## config.mk

```make
export PLATFORM = sky130hd
export DESIGN_NAME = uart_tx_to_pc
export DESIGN_NICKNAME = d
export VERILOG_FILES = /design/src/rtl/uart_tx_to_pc_pkg.sv /design/src/rtl/uart_tx_fifo.sv /design/src/rtl/uart_tx_to_pc.sv
export SDC_FILE = /design/constraint.sdc
export NUM_CORES = 1
export LEC_CHECK = 0
export ABC_AREA = 1
export BUFFER_PORTS_ARGS = -buffer_cell sky130_fd_sc_hd__buf_2
export CELL_PAD_IN_SITES_DETAIL_PLACEMENT = 1
export CELL_PAD_IN_SITES_GLOBAL_PLACEMENT = 1
export CORE_MARGIN = 10
export CORE_UTILIZATION = 38
export CTS_CLUSTER_DIAMETER = 40
export DETAILED_ROUTE_END_ITERATION = 16
export PLACE_DENSITY_LB_ADDON = 0.1
export SLEW_MARGIN = 10
export SYNTH_ARGS = -nofsm -noshare
export SYNTH_HDL_FRONTEND = slang
export SYNTH_HIERARCHICAL = 1
export SYNTH_SLANG_ARGS = --single-unit
export TNS_END_PERCENT = 1
```

## constraint.sdc

```tcl
create_clock -name iFpgaClk -period 2.5 [get_ports iFpgaClk]
set_input_delay 0.375 -clock iFpgaClk [delete_from_list [all_inputs] [get_ports iFpgaClk]]
set_output_delay 0.375 -clock iFpgaClk [all_outputs]
set_load 0.03 [all_outputs]
```

## src/rtl/uart_tx_to_pc_pkg.sv

```systemverilog
// Shared definitions for the PC-bound UART path: FSM state encodings,
// frame geometry and the clocks-per-bit calculation.
package uart_tx_to_pc_pkg;

  typedef enum logic [1:0] {
    ST_IDLE  = 2'd0,
    ST_START = 2'd1,
    ST_DATA  = 2'd2,
    ST_STOP  = 2'd3
  } tx_state_e;

  localparam int unsigned DATA_BITS = 8;

  // Clocks per bit, rounded to nearest.
  function automatic int unsigned calc_div(input int unsigned clk_hz,
                                           input int unsigned baud);
    return (clk_hz + baud / 2) / baud;
  endfunction

endpackage

```

## src/rtl/uart_tx_fifo.sv

```systemverilog
// Synchronous FIFO buffering bytes for the UART transmitter.
// Ports:
//   i_clk, i_rst_n   clock, asynchronous active-low reset
//   i_push, i_din    write request and data (ignored while full)
//   i_pop            read request (ignored while empty)
//   o_dout           head entry (valid while not empty)
//   o_count          entries held, 0..DEPTH
//   o_full, o_empty  status flags
module uart_tx_fifo #(
  parameter int unsigned DEPTH = 16,
  parameter int unsigned WIDTH = 8
) (
  input  logic                     i_clk,
  input  logic                     i_rst_n,
  input  logic                     i_push,
  input  logic [WIDTH-1:0]         i_din,
  input  logic                     i_pop,
  output logic [WIDTH-1:0]         o_dout,
  output logic [$clog2(DEPTH):0]   o_count,
  output logic                     o_full,
  output logic                     o_empty
);

  localparam int unsigned AW = $clog2(DEPTH);
  localparam logic [AW-1:0] PTR_ONE = AW'(1);
  localparam logic [AW:0]   CNT_ONE = (AW + 1)'(1);

  logic [WIDTH-1:0] r_mem [DEPTH];
  logic [AW-1:0]    r_wr_ptr;
  logic [AW-1:0]    r_rd_ptr;
  logic [AW:0]      r_count;
  logic             w_push_ok;
  logic             w_pop_ok;

  assign o_full    = (r_count == (AW + 1)'(DEPTH));
  assign o_empty   = (r_count == '0);
  assign o_count   = r_count;
  assign o_dout    = r_mem[r_rd_ptr];
  assign w_push_ok = i_push & ~o_full;
  assign w_pop_ok  = i_pop & ~o_empty;

  always_ff @(posedge i_clk or negedge i_rst_n) begin
    if (!i_rst_n) begin
      r_wr_ptr <= '0;
      r_rd_ptr <= '0;
      r_count  <= '0;
    end else begin
      // Pointers wrap naturally since DEPTH is a power of two.
      if (w_push_ok) r_wr_ptr <= r_wr_ptr + PTR_ONE;
      if (w_pop_ok)  r_rd_ptr <= r_rd_ptr + PTR_ONE;
      case ({w_push_ok, w_pop_ok})
        2'b10:   r_count <= r_count + CNT_ONE;
        2'b01:   r_count <= r_count - CNT_ONE;
        default: r_count <= r_count;
      endcase
    end
  end

  always_ff @(posedge i_clk) begin
    if (w_push_ok) r_mem[r_wr_ptr] <= i_din;
  end

endmodule

```

## src/rtl/uart_tx_to_pc.sv

```systemverilog
// UART transmitter to the host PC: FIFO-buffered, 8N1, LSB first.
// Ports:
//   iFpgaClk       system clock
//   iFpgaRstN      asynchronous reset, active-low
//   iWriteEnable   push iWriteData this cycle
//   iWriteData     byte to send
//   oFull          FIFO full (writes dropped)
//   oOverflow      one-cycle pulse after a dropped write
//   oBusy          frame in progress or FIFO non-empty
//   oFifoCount     entries buffered
//   oFpgaUartToPc  serial line, idle high, registered
module uart_tx_to_pc
  import uart_tx_to_pc_pkg::*;
#(
  parameter int unsigned CLK_HZ     = 100_000_000,
  parameter int unsigned BAUD       = 115200,
  parameter int unsigned FIFO_DEPTH = 16
) (
  input  logic                          iFpgaClk,
  input  logic                          iFpgaRstN,
  input  logic                          iWriteEnable,
  input  logic [7:0]                    iWriteData,
  output logic                          oFull,
  output logic                          oOverflow,
  output logic                          oBusy,
  output logic [$clog2(FIFO_DEPTH):0]   oFifoCount,
  output logic                          oFpgaUartToPc
);

  localparam int unsigned DIV = calc_div(CLK_HZ, BAUD);
  localparam int unsigned BW  = $clog2(DIV);
  localparam logic [BW-1:0] BAUD_LAST = BW'(DIV - 1);
  localparam logic [BW-1:0] BAUD_ONE  = BW'(1);
  localparam logic [2:0]    BIT_LAST  = 3'(DATA_BITS - 1);

  tx_state_e  r_state;
  logic [BW-1:0] r_baud;
  logic [2:0]    r_bit_idx;
  logic [7:0]    r_shift;
  logic          r_line;
  logic          r_ovf;

  logic [7:0]    w_fifo_dout;
  logic          w_fifo_empty;
  logic          w_fifo_full;
  logic          w_baud_done;
  logic          w_pop;
  logic          w_line_nxt;

  uart_tx_fifo #(
    .DEPTH (FIFO_DEPTH),
    .WIDTH (8)
  ) u_fifo (
    .i_clk   (iFpgaClk),
    .i_rst_n (iFpgaRstN),
    .i_push  (iWriteEnable),
    .i_din   (iWriteData),
    .i_pop   (w_pop),
    .o_dout  (w_fifo_dout),
    .o_count (oFifoCount),
    .o_full  (w_fifo_full),
    .o_empty (w_fifo_empty)
  );

  assign w_baud_done = (r_baud == BAUD_LAST);
  // Pop from IDLE, or at the end of STOP so the next START follows with no gap.
  assign w_pop = ~w_fifo_empty &
                 ((r_state == ST_IDLE) | ((r_state == ST_STOP) & w_baud_done));

  // The line is registered from the current state, so it lags the state by
  // one clock: a pop at edge N+1 shows the start bit from edge N+2.
  always_comb begin
    w_line_nxt = 1'b1;
    case (r_state)
      ST_START: w_line_nxt = 1'b0;
      ST_DATA:  w_line_nxt = r_shift[0];
      default:  w_line_nxt = 1'b1;
    endcase
  end

  always_ff @(posedge iFpgaClk or negedge iFpgaRstN) begin
    if (!iFpgaRstN) begin
      r_state   <= ST_IDLE;
      r_baud    <= '0;
      r_bit_idx <= '0;
      r_shift   <= '0;
      r_line    <= 1'b1;
      r_ovf     <= 1'b0;
    end else begin
      r_line <= w_line_nxt;
      r_ovf  <= iWriteEnable & w_fifo_full;
      case (r_state)
        ST_IDLE: begin
          r_baud <= '0;
          if (w_pop) begin
            r_shift <= w_fifo_dout;
            r_state <= ST_START;
          end
        end
        ST_START: begin
          if (w_baud_done) begin
            r_baud    <= '0;
            r_bit_idx <= '0;
            r_state   <= ST_DATA;
          end else begin
            r_baud <= r_baud + BAUD_ONE;
          end
        end
        ST_DATA: begin
          if (w_baud_done) begin
            r_baud  <= '0;
            r_shift <= {1'b0, r_shift[7:1]};
            if (r_bit_idx == BIT_LAST) r_state <= ST_STOP;
            else                       r_bit_idx <= r_bit_idx + 3'd1;
          end else begin
            r_baud <= r_baud + BAUD_ONE;
          end
        end
        ST_STOP: begin
          if (w_baud_done) begin
            r_baud <= '0;
            if (w_pop) begin
              r_shift <= w_fifo_dout;
              r_state <= ST_START;
            end else begin
              r_state <= ST_IDLE;
            end
          end else begin
            r_baud <= r_baud + BAUD_ONE;
          end
        end
        default: r_state <= ST_IDLE;
      endcase
    end
  end

  assign oFpgaUartToPc = r_line;
  assign oOverflow     = r_ovf;
  assign oFull         = w_fifo_full;
  assign oBusy         = (r_state != ST_IDLE) | (oFifoCount != '0);

endmodule
```

==> results of run 1 <==
-- state kept, by name (all words and copies together), names as in the netlist --
name and flops:
u_fifo/o_count 5, u_fifo/r_mem 128, u_fifo/r_rd_ptr 4, r_shift 8, r_state 2, r_bit_idx 3
r_baud 10, u_fifo/r_wr_ptr 4, oFpgaUartToPc 1, oOverflow 1
-- worst max path at each step --
stage,slack (ns),depth (start not counted),end,startpoint
5_1_grt,-0.01,20,u_fifo/o_count[4],r_baud[0]
3_5_place_dp,0.005,16,u_fifo/o_count[3],r_state[0]
6_report,0.18,20,u_fifo/o_count[4],r_baud[0]
3_3_place_gp,0.1,20,u_fifo/o_count[4],r_baud[0]
2_1_floorplan,0.01,19,u_fifo/o_count[4],u_fifo/o_count[4]
4_1_cts,0.01,20,u_fifo/o_count[4],r_baud[0]
-- per-layer routing --
layer  global-route usage  up-vias  wire length, µm
met5                    0        -                0
met4               0.0426        0              197
met1                0.205     2651             9400
met2                0.242       78             9130
met3               0.0341       14              730
li1                     -     2666                -
-- power by group through the flow --
stage	logic (µW)	registers (µW)	clock network [µW]
5_1_grt	1070	3400	2640
3_3_place_gp	914	3400	0
4_1_cts	951	3360	2520
6_report	949	3370	2470
3_5_place_dp	942	3420	0
2_1_floorplan	480	3470	0
-- worst max-delay path, stage by stage, from the launching register on --
cell and delay [ns]:
dfrtp_1 0.40, ha_4 0.15, nand2_1 0.08, nor2_4 0.12, nand3_4 0.11, nand2_4 0.09, nand2_4 0.05, inv_1 0.05
nand2_1 0.08, inv_2 0.09, ha_4 0.14, inv_1 0.06, fa_2 0.35, inv_1 0.06, nand2_1 0.05, nand2_1 0.08
nand2_1 0.06, nand2_1 0.05, nand2_1 0.05, nand2_1 0.05, nand2_1 0.05
-- cells in the mapped netlist, types with 2 or more instances --
master	instances	area (µm²)
buf_2	15	75.1
ha_1	17	213
inv_1	84	315
nand2_1	295	1110
edfxtp_1	128	3840
xor2_1	7	61.3
nand4_1	4	25.0
nand2_4	4	45.0
buf_4	2	15.0
inv_2	4	15.0
nand3_1	66	330
xnor2_1	3	26.3
a21oi_1	4	20.0
clkbuf_1	4	15.0
nor3_1	4	20.0
nand2_2	2	12.5
dfrtp_1	37	926
o21ai_0	13	65.1
nor2_1	88	330
nor2_4	2	22.5
-- area by class of cell --
| type | count | area, µm² |
|---|---|---|
| multi-input cells | 521 | 2450 |
| flip-flops and latches | 166 | 4800 |
| repair buffers | 58 | 413 |
| clock inverters | 14 | 125 |
| clock buffers | 17 | 425 |
| well taps | 265 | 332 |
| fillers | 2220 | 10700 |
| inverters | 88 | 330 |
-- repair_timing --
item	in CTS	in global routing
endpoints found under the hold margin	0	0
pin swaps	1	3
resized for setup	2	14
setup endpoints to repair	2	3
buffers inserted	2	4
-- per-stage QoR --
stage,cells,util,total power [µW],setup TNS (ns)
finish,1129,0.453,6790,0
global route,1129,0.453,7110,-0.0140
CTS,1125,0.449,6840,0
detailed placement,1092,0.420,4360,0
global placement,1092,0.420,4320,0
floorplan,798,-,3950,0
-- kinds of logic after synthesis --
logic type / Yosys count / synth area share
simple gates: 472 / 0.255
compound gates: 21 / 0.0159
flops: 166 / 0.628
buf+inv: 111 / 0.0590
fa+ha+maj: 18 / 0.0305
xor+xnor: 10 / 0.0115
==> impl_metrics.sql, run 1 <==
INSERT INTO impl_metrics (metric_group, metric, value, unit) VALUES
('setup_path', 'setup.worst_path.class', 'reg2reg', ''),
('sta', 'slew_viol_final', '0', ''),
('floorplan', 'fp-row-count', '51', ''),
('sta', 'min_period_over_period', '0.927', ''),
('setup_path', 'terminus_of_the_critical_flop_to_flop_path', 'u_fifo/o_count[4]', ''),
('layout', 'layout_common_cells', 'nand2_1, edfxtp_1, nor2_1', ''),
('grt', 'grt_pass1_wl', '31.0', 'mm'),
('power', 'internal_power', '4910', 'µW'),
('floorplan', 'dieWidth', '162', 'µm'),
('synth', 'post_synth_num_cell_types', '35', ''),
('synth', 'post_syn_area', '0.00764', 'mm²'),
('setup_path', 'crit_path_max_fo', '3', ''),
('clocking', 'cts_root_buffer', 'clkbuf_16', ''),
('sta', 'fin_ws', '0.182', 'ns'),
('place', 'dp_slack', '0.00503', 'ns'),
('synth', 'share_of_flip_flops_with_an_asynchronous_set_or_reset_after_synthesis', '0.229', ''),
('place', 'postPlaceCellArea', '0.00822', 'mm²'),
('hold_path', 'holdCritPathClass', 'in2async', ''),
('sta', 'fin_crit', '2.32', 'ns'),
('clocking', 'cts_num_sinks', '166', ''),
('run_status', 'run_status', 'finished clean', ''),
('place', 'place_congestion', '0.804', ''),
('sta', 'finalHoldWorstSlack', '0.0655', 'ns'),
('layout', 'antenna_cells', '0', ''),
('sta', 'max_freq', '0.431', 'GHz'),
('route', 'postRouteWirelength', '19.5', 'mm'),
('synth', 'ys_dominant_reg_cell', 'edfxtp_1', ''),
('synth', 'synth-seq-area-share', '0.628', ''),
('layout', 'num-nets-final', '881', ''),
('synth', 'number_of_flops_mapped_to_enable_cells_by_yosys', '128', ''),
('place', 'port-buffer-count', '19', ''),
('grt', 'grt_util_all_layers', '0.152', ''),
('grt', 'grt_max_degree', '82', ''),
('clocking', 'clock_latency', '0.43', 'ns'),
('layout', 'leading_cell_type_in_the_layout_fill_and_taps_excluded', 'nand2_1', ''),
('floorplan', 'die-area', '0.0262', 'mm²'),
('layout', 'layout.cell_area.non_filler', '0.00888', 'mm²'),
('grt', 'grt_pass1_vias', '5679', ''),
('route', 'drt_pre_antenna_iters', '4', ''),
('layout', 'layout-area-overhead-vs-synth', '16.3', '%'),
('power', 'swShare', '0.276', ''),
('floorplan', 'initial_core_util', '0.390', ''),
('synth', 'synthesis.area_per_instance', '9.57', 'µm²'),
('clocking', 'ctsHoldBuffers', '0', ''),
('route', 'detailedRoute.firstIterationViolations', '359', ''),
('synth', 'ys_warn_count', '6', ''),
('sta', 'worstMarginPinSlew', '0.895', 'ns'),
('setup_path', 'cp-start-kind', 'flop', ''),
('synth', 'ys_seq_elements', '166', ''),
('sta', 'hold_viol_final', '0', ''),
('clocking', 'clock_buffer_depth', '2', ''),
('clocking', 'clk_pin_slew_worst_paths', '0.06', 'ns'),
('setup_path', 'timing.reg2reg.setup_slack', '0.18', 'ns'),
('power', 'clock_power_share', '0.364', ''),
('setup_path', 'worst-r2r-cell-count', '20', ''),
('sta', 'worst_clock_skew', '0.0101', 'ns'),
('floorplan', 'die_height', '162', 'µm'),
('route', 'drcViolationCount', '0', ''),
('clocking', 'cts-buffers-inserted', '17', ''),
('grt', 'grt_remaining_overflow', '0', ''),
('route', 'ant_nets', '0', ''),
('route', 'vias', '5409', ''),
('floorplan', 'pin_count', '20', ''),
('layout', 'drive_above_1_share', '0.137', ''),
('setup_path', 'cp_data_arrival_time', '2.63', 'ns'),
('route', 'vias_per_cell', '4.79', ''),
('power', 'static-leakage-power', '0.00399', 'µW'),
('setup_path', 'worst_ep_required_time', '2.81', 'ns'),
('setup_path', 'rr_startpoint', 'r_baud[0]', ''),
('sta', 'final_count_of_negative_setup_slack_endpoints', '0', ''),
('floorplan', 'floorplan.core_area', '0.0196', 'mm²'),
('power', 'power.ir.vdd_worst', '483', 'µV'),
('setup_path', 'critPathCaptureType', 'flop', ''),
('power', 'powerDensity', '765', 'mW/mm²'),
('synth', 'syn_inst', '798', ''),
('place', 'dp_hpwl', '12.9', 'mm'),
('grt', 'antenna_violations_before_repair', '0', ''),
('run', 'cap_viol_max_count', '0', ''),
('route', 'detail_route.wl_per_cell', '17.2', 'µm'),
('power', 'p_switching', '1880', 'µW'),
('power', 'power.share.sequential', '0.496', ''),
('clocking', 'cts_tree', 'yes', ''),
('clocking', 'cts-htree-levels', '4', ''),
('synth', 'syn-num-nets', '827', ''),
('sta', 'max_slew_margin_vs_limit', '0.404', ''),
('power', 'proportion_of_power_drawn_by_combinational_gates', '0.140', '');
No activity file was read; power rests on OpenSTA's default activity.
==> run 2: changes to the inputs <==
--- a/config.mk
+++ b/config.mk
@@ -5,12 +5,13 @@
 export SDC_FILE = /design/constraint.sdc
 export NUM_CORES = 1
 export LEC_CHECK = 0
-export ABC_AREA = 1
+export ABC_CLOCK_PERIOD_IN_PS = 2500
 export BUFFER_PORTS_ARGS = -buffer_cell sky130_fd_sc_hd__buf_2
 export CELL_PAD_IN_SITES_DETAIL_PLACEMENT = 1
 export CELL_PAD_IN_SITES_GLOBAL_PLACEMENT = 1
 export CORE_MARGIN = 10
 export CORE_UTILIZATION = 38
+export CTS_BUF_LIST = sky130_fd_sc_hd__clkbuf_4 sky130_fd_sc_hd__clkbuf_8
 export CTS_CLUSTER_DIAMETER = 40
 export DETAILED_ROUTE_END_ITERATION = 16
 export PLACE_DENSITY_LB_ADDON = 0.1
==> impl_metrics.sql, run 2 <==
INSERT INTO impl_metrics (metric_group, metric, value, unit) VALUES
('layout', 'layout.filler_cells', '1856', ''),
('layout', 'multi_input_area', '0.00219', 'mm²'),
('floorplan', 'pin_count', '20', ''),
('synth', 'syn_inst', '458', ''),
('clocking', 'clock_buffer_depth', '2', ''),
('synth', 'syn-num-nets', '487', ''),
('sta', 'rsz0062_at_grt', 'true', ''),
('floorplan', 'initial_core_util', '0.385', ''),
('grt', 'grt_util_all_layers', '0.131', ''),
('layout', 'antenna_cells', '0', ''),
('power', 'power.share.sequential', '0.540', ''),
('clocking', 'cts-buffers-inserted', '17', ''),
('synth', 'post_syn_area', '0.00718', 'mm²'),
('sta', 'max_slew_margin_vs_limit', '0.367', ''),
('layout', 'num-nets-final', '556', ''),
('grt', 'grt_pass1_wl', '24.6', 'mm'),
('route', 'postRouteWirelength', '15.3', 'mm'),
('place', 'dp_hpwl', '10.9', 'mm'),
('synth', 'share_of_flip_flops_with_an_asynchronous_set_or_reset_after_synthesis', '0.229', ''),
('run_status', 'failed_checks', 'setup timing', ''),
('clocking', 'clock_latency', '0.46', 'ns'),
('synth', 'ys_seq_elements', '166', ''),
('setup_path', 'terminus_of_the_critical_flop_to_flop_path', 'u_fifo/o_count[4]', ''),
('hold_path', 'holdCritPathClass', 'in2reg', ''),
('clocking', 'cts_num_sinks', '166', ''),
('route', 'vias_per_cell', '5.26', ''),
('place', 'port-buffer-count', '19', ''),
('synth', 'post_synth_num_cell_types', '51', ''),
('route', 'drt_pre_antenna_iters', '4', ''),
('power', 'internal_power', '4460', 'µW'),
('layout', 'largest_register_ffs', '128', ''),
('sta', 'fin_crit', '2.79', 'ns'),
('route', 'detail_route.wl_per_cell', '19.8', 'µm'),
('place', 'postPlaceCellArea', '0.00784', 'mm²'),
('clocking', 'cts_root_buffer', 'clkbuf_8', ''),
('synth', 'commonest_cells_post_synth', 'edfxtp_1, dfrtp_1, mux2i_1, nand2_1, mux2_2', ''),
('setup_path', 'cp_data_arrival_time', '3.14', 'ns'),
('sta', 'max_freq', '0.358', 'GHz'),
('floorplan', 'die-area', '0.0248', 'mm²'),
('power', 'powerDensity', '758', 'mW/mm²'),
('layout', 'layout.cell_area.non_filler', '0.00828', 'mm²'),
('hold_path', 'timing.hold.worst_endpoint', 'oOverflow', ''),
('place', 'post-place-cells', '738', ''),
('floorplan', 'floorplan.core_area', '0.0186', 'mm²'),
('setup_path', 'critPathCaptureType', 'flop', ''),
('sta', 'final_count_of_negative_setup_slack_endpoints', '3', ''),
('floorplan', 'fp-row-count', '50', ''),
('synth', 'netlist_top_cells_area', 'edfxtp_1, dfrtp_1, mux4_2', ''),
('run_status', 'run_status', 'finished, violations left', ''),
('grt', 'antenna_violations_before_repair', '0', ''),
('route', 'drcViolationCount', '0', ''),
('synth', 'ys_dominant_reg_cell', 'edfxtp_1', ''),
('setup_path', 'cp-start-kind', 'flop', ''),
('floorplan', 'die_height', '157', 'µm'),
('place', 'place_congestion', '0.787', ''),
('sta', 'slew_viol_final', '0', ''),
('sta', 'min_period_over_period', '1.12', ''),
('run', 'cap_viol_max_count', '0', ''),
('grt', 'grt_remaining_overflow', '0', ''),
('route', 'vias', '4071', ''),
('power', 'static-leakage-power', '0.00319', 'µW'),
('floorplan', 'dieWidth', '157', 'µm'),
('synth', 'yosys.area.top_type_share', '0.536', ''),
('synth', 'ys_warn_count', '6', ''),
('setup_path', 'timing.reg2reg.setup_slack', '-0.29', 'ns'),
('layout', 'final-instance-count-excl-fill', '774', ''),
('synth', 'synthesis.area_per_instance', '15.7', 'µm²'),
('setup_path', 'worst-r2r-cell-count', '15', ''),
('layout', 'drive_above_1_share', '0.296', ''),
('setup_path', 'worst_ep_required_time', '2.85', 'ns'),
('synth', 'synth-seq-area-share', '0.668', ''),
('layout', 'layout-area-overhead-vs-synth', '15.3', '%'),
('synth', 'post-synth-top-area-cell', 'edfxtp_1', ''),
('route', 'detailedRoute.firstIterationViolations', '221', ''),
('layout', 'layout_top_registers', 'u_fifo/r_mem x128, r_baud x10, r_shift x8', ''),
('power', 'power.ir.vdd_worst', '347', 'µV'),
('power', 'sum_of_internal_switching_and_leakage_power', '6270', 'µW'),
('clocking', 'cts-htree-levels', '4', ''),
('hold_path', 'hold_depth', '2', ''),
('layout', 'layout_common_cells', 'edfxtp_1, buf_4, dfrtp_1', ''),
('sta', 'hold_viol_final', '0', ''),
('sta', 'worstMarginPinSlew', '0.947', 'ns'),
('synth', 'number_of_flops_mapped_to_enable_cells_by_yosys', '128', ''),
('clocking', 'clk_pin_slew_worst_paths', '0.09', 'ns'),
('power', 'p_switching', '1810', 'µW'),
('power', 'proportion_of_power_drawn_by_combinational_gates', '0.154', ''),
('hold_path', 'min_from', 'iWriteEnable', ''),
('setup_path', 'critical_path.startpoint', 'r_baud[0]', ''),
('setup_path', 'setup.worst_path.class', 'reg2reg', ''),
('layout', 'ff_latch_area', '0.00480', 'mm²'),
('sta', 'tns', '-0.361', 'ns'),
('grt', 'grt_max_degree', '28', ''),
('synth', 'post-synth-top-count-cell', 'edfxtp_1', ''),
('power', 'clock_power_share', '0.306', ''),
('clocking', 'cts_tree', 'yes', ''),
('grt', 'grt_pass1_vias', '4317', ''),
('sta', 'worst_clock_skew', '0.0111', 'ns'),
('route', 'ant_nets', '0', ''),
('sta', 'fin_ws', '-0.294', 'ns'),
('power', 'swShare', '0.288', ''),
('setup_path', 'crit_path_max_fo', '3', ''),
('layout', 'leading_cell_type_in_the_layout_fill_and_taps_excluded', 'edfxtp_1', ''),
('layout', 'largest_register', 'u_fifo/r_mem', ''),
('setup_path', 'rr_startpoint', 'r_baud[0]', '');
## run 2: cell types whose count changed after synthesis, moves of 7 or more
cell / delta
mux2i_1: +26
nand3_1: -60
nand2_1: -269
a21oi_1: +8
mux4_2: +16
buf_2: -7
a22oi_1: +8
nor3_1: +10
o21ai_0: +8
xnor2_1: +10
mux2_2: +22
a221oi_1: +8
nor2_1: -71
inv_1: -68
## run 2: worst max path at each step
stage | to | cells after the start
global route | u_fifo/o_count[4] | 15
floorplan | u_fifo/o_count[4] | 16
global placement | u_fifo/o_count[4] | 15
detailed placement | u_fifo/o_count[4] | 15
finish | u_fifo/o_count[4] | 15
CTS | u_fifo/o_count[4] | 15
## run 2: power groups by stage
stage / clock, µW / combinational [µW] / sequential, µW
finish: 1920 / 966 / 3390
detailed placement: 0 / 958 / 3450
floorplan: 0 / 472 / 3490
global placement: 0 / 927 / 3430
global route: 2120 / 1070 / 3420
CTS: 1990 / 984 / 3390
## run 2: critical path: stages (launching register included)
cell	delay [ns]
dfrtp_1	0.37
ha_2	0.18
and4b_1	0.20
and3b_4	0.23
nand2_2	0.06
a21oi_2	0.12
nor2b_2	0.13
buf_4	0.12
ha_4	0.15
inv_4	0.04
fa_2	0.33
nor2b_1	0.12
o21ai_1	0.08
nand3_1	0.06
or3b_1	0.36
xnor2_1	0.13
## run 2: logic make-up (layout without fill, tap and decap cells)
group	after synthesis	in the layout	synth area share
DFF	166	166	0.668
adders and majority gates	18	18	0.0324
buffers and inverters	39	121	0.0303
muxes	67	67	0.126
and+or+nand+nor	89	89	0.0631
xor gates and xnor gates	18	18	0.0220
AOI/OAI and AO/OA	61	61	0.0575
## run 2: repair_timing
item | CTS | global route
setup buffers | 2 | 1
endpoints found under the setup margin | 3 | 3
hold endpoints to repair | 6 | 0
hold buffers | 1 | 0
resized for setup | 5 | 1
pin swaps | 10 | 0
## run 2: cell type report
type,instances,area share
multi-input combinational,253,0.265
inverter,16,0.00756
clock buffer,17,0.0283
timing repair buffer,73,0.0653
tap,234,0.0354
sequential,166,0.580
clock inverter,15,0.0189
## run 2: per-layer routing
metal  GRT usage  vias to the layer above  routed length, µm
met4      0.0427                        0                187
met5           0                        -                  0
met2       0.200                       43               7230
met1       0.182                     2135               7460
met3      0.0292                       17                421
li1            -                     1876                  -
## run 2: stage by stage
stage / hold WS [ns] / setup slack, ns / util
2_1_floorplan: 0.0794 / -0.462 / -
3_3_place_gp: 0.232 / -0.332 / 0.421
3_5_place_dp: 0.235 / -0.347 / 0.421
4_1_cts: 0.112 / -0.316 / 0.443
5_1_grt: 0.124 / -0.494 / 0.444
6_report: 0.151 / -0.294 / 0.444
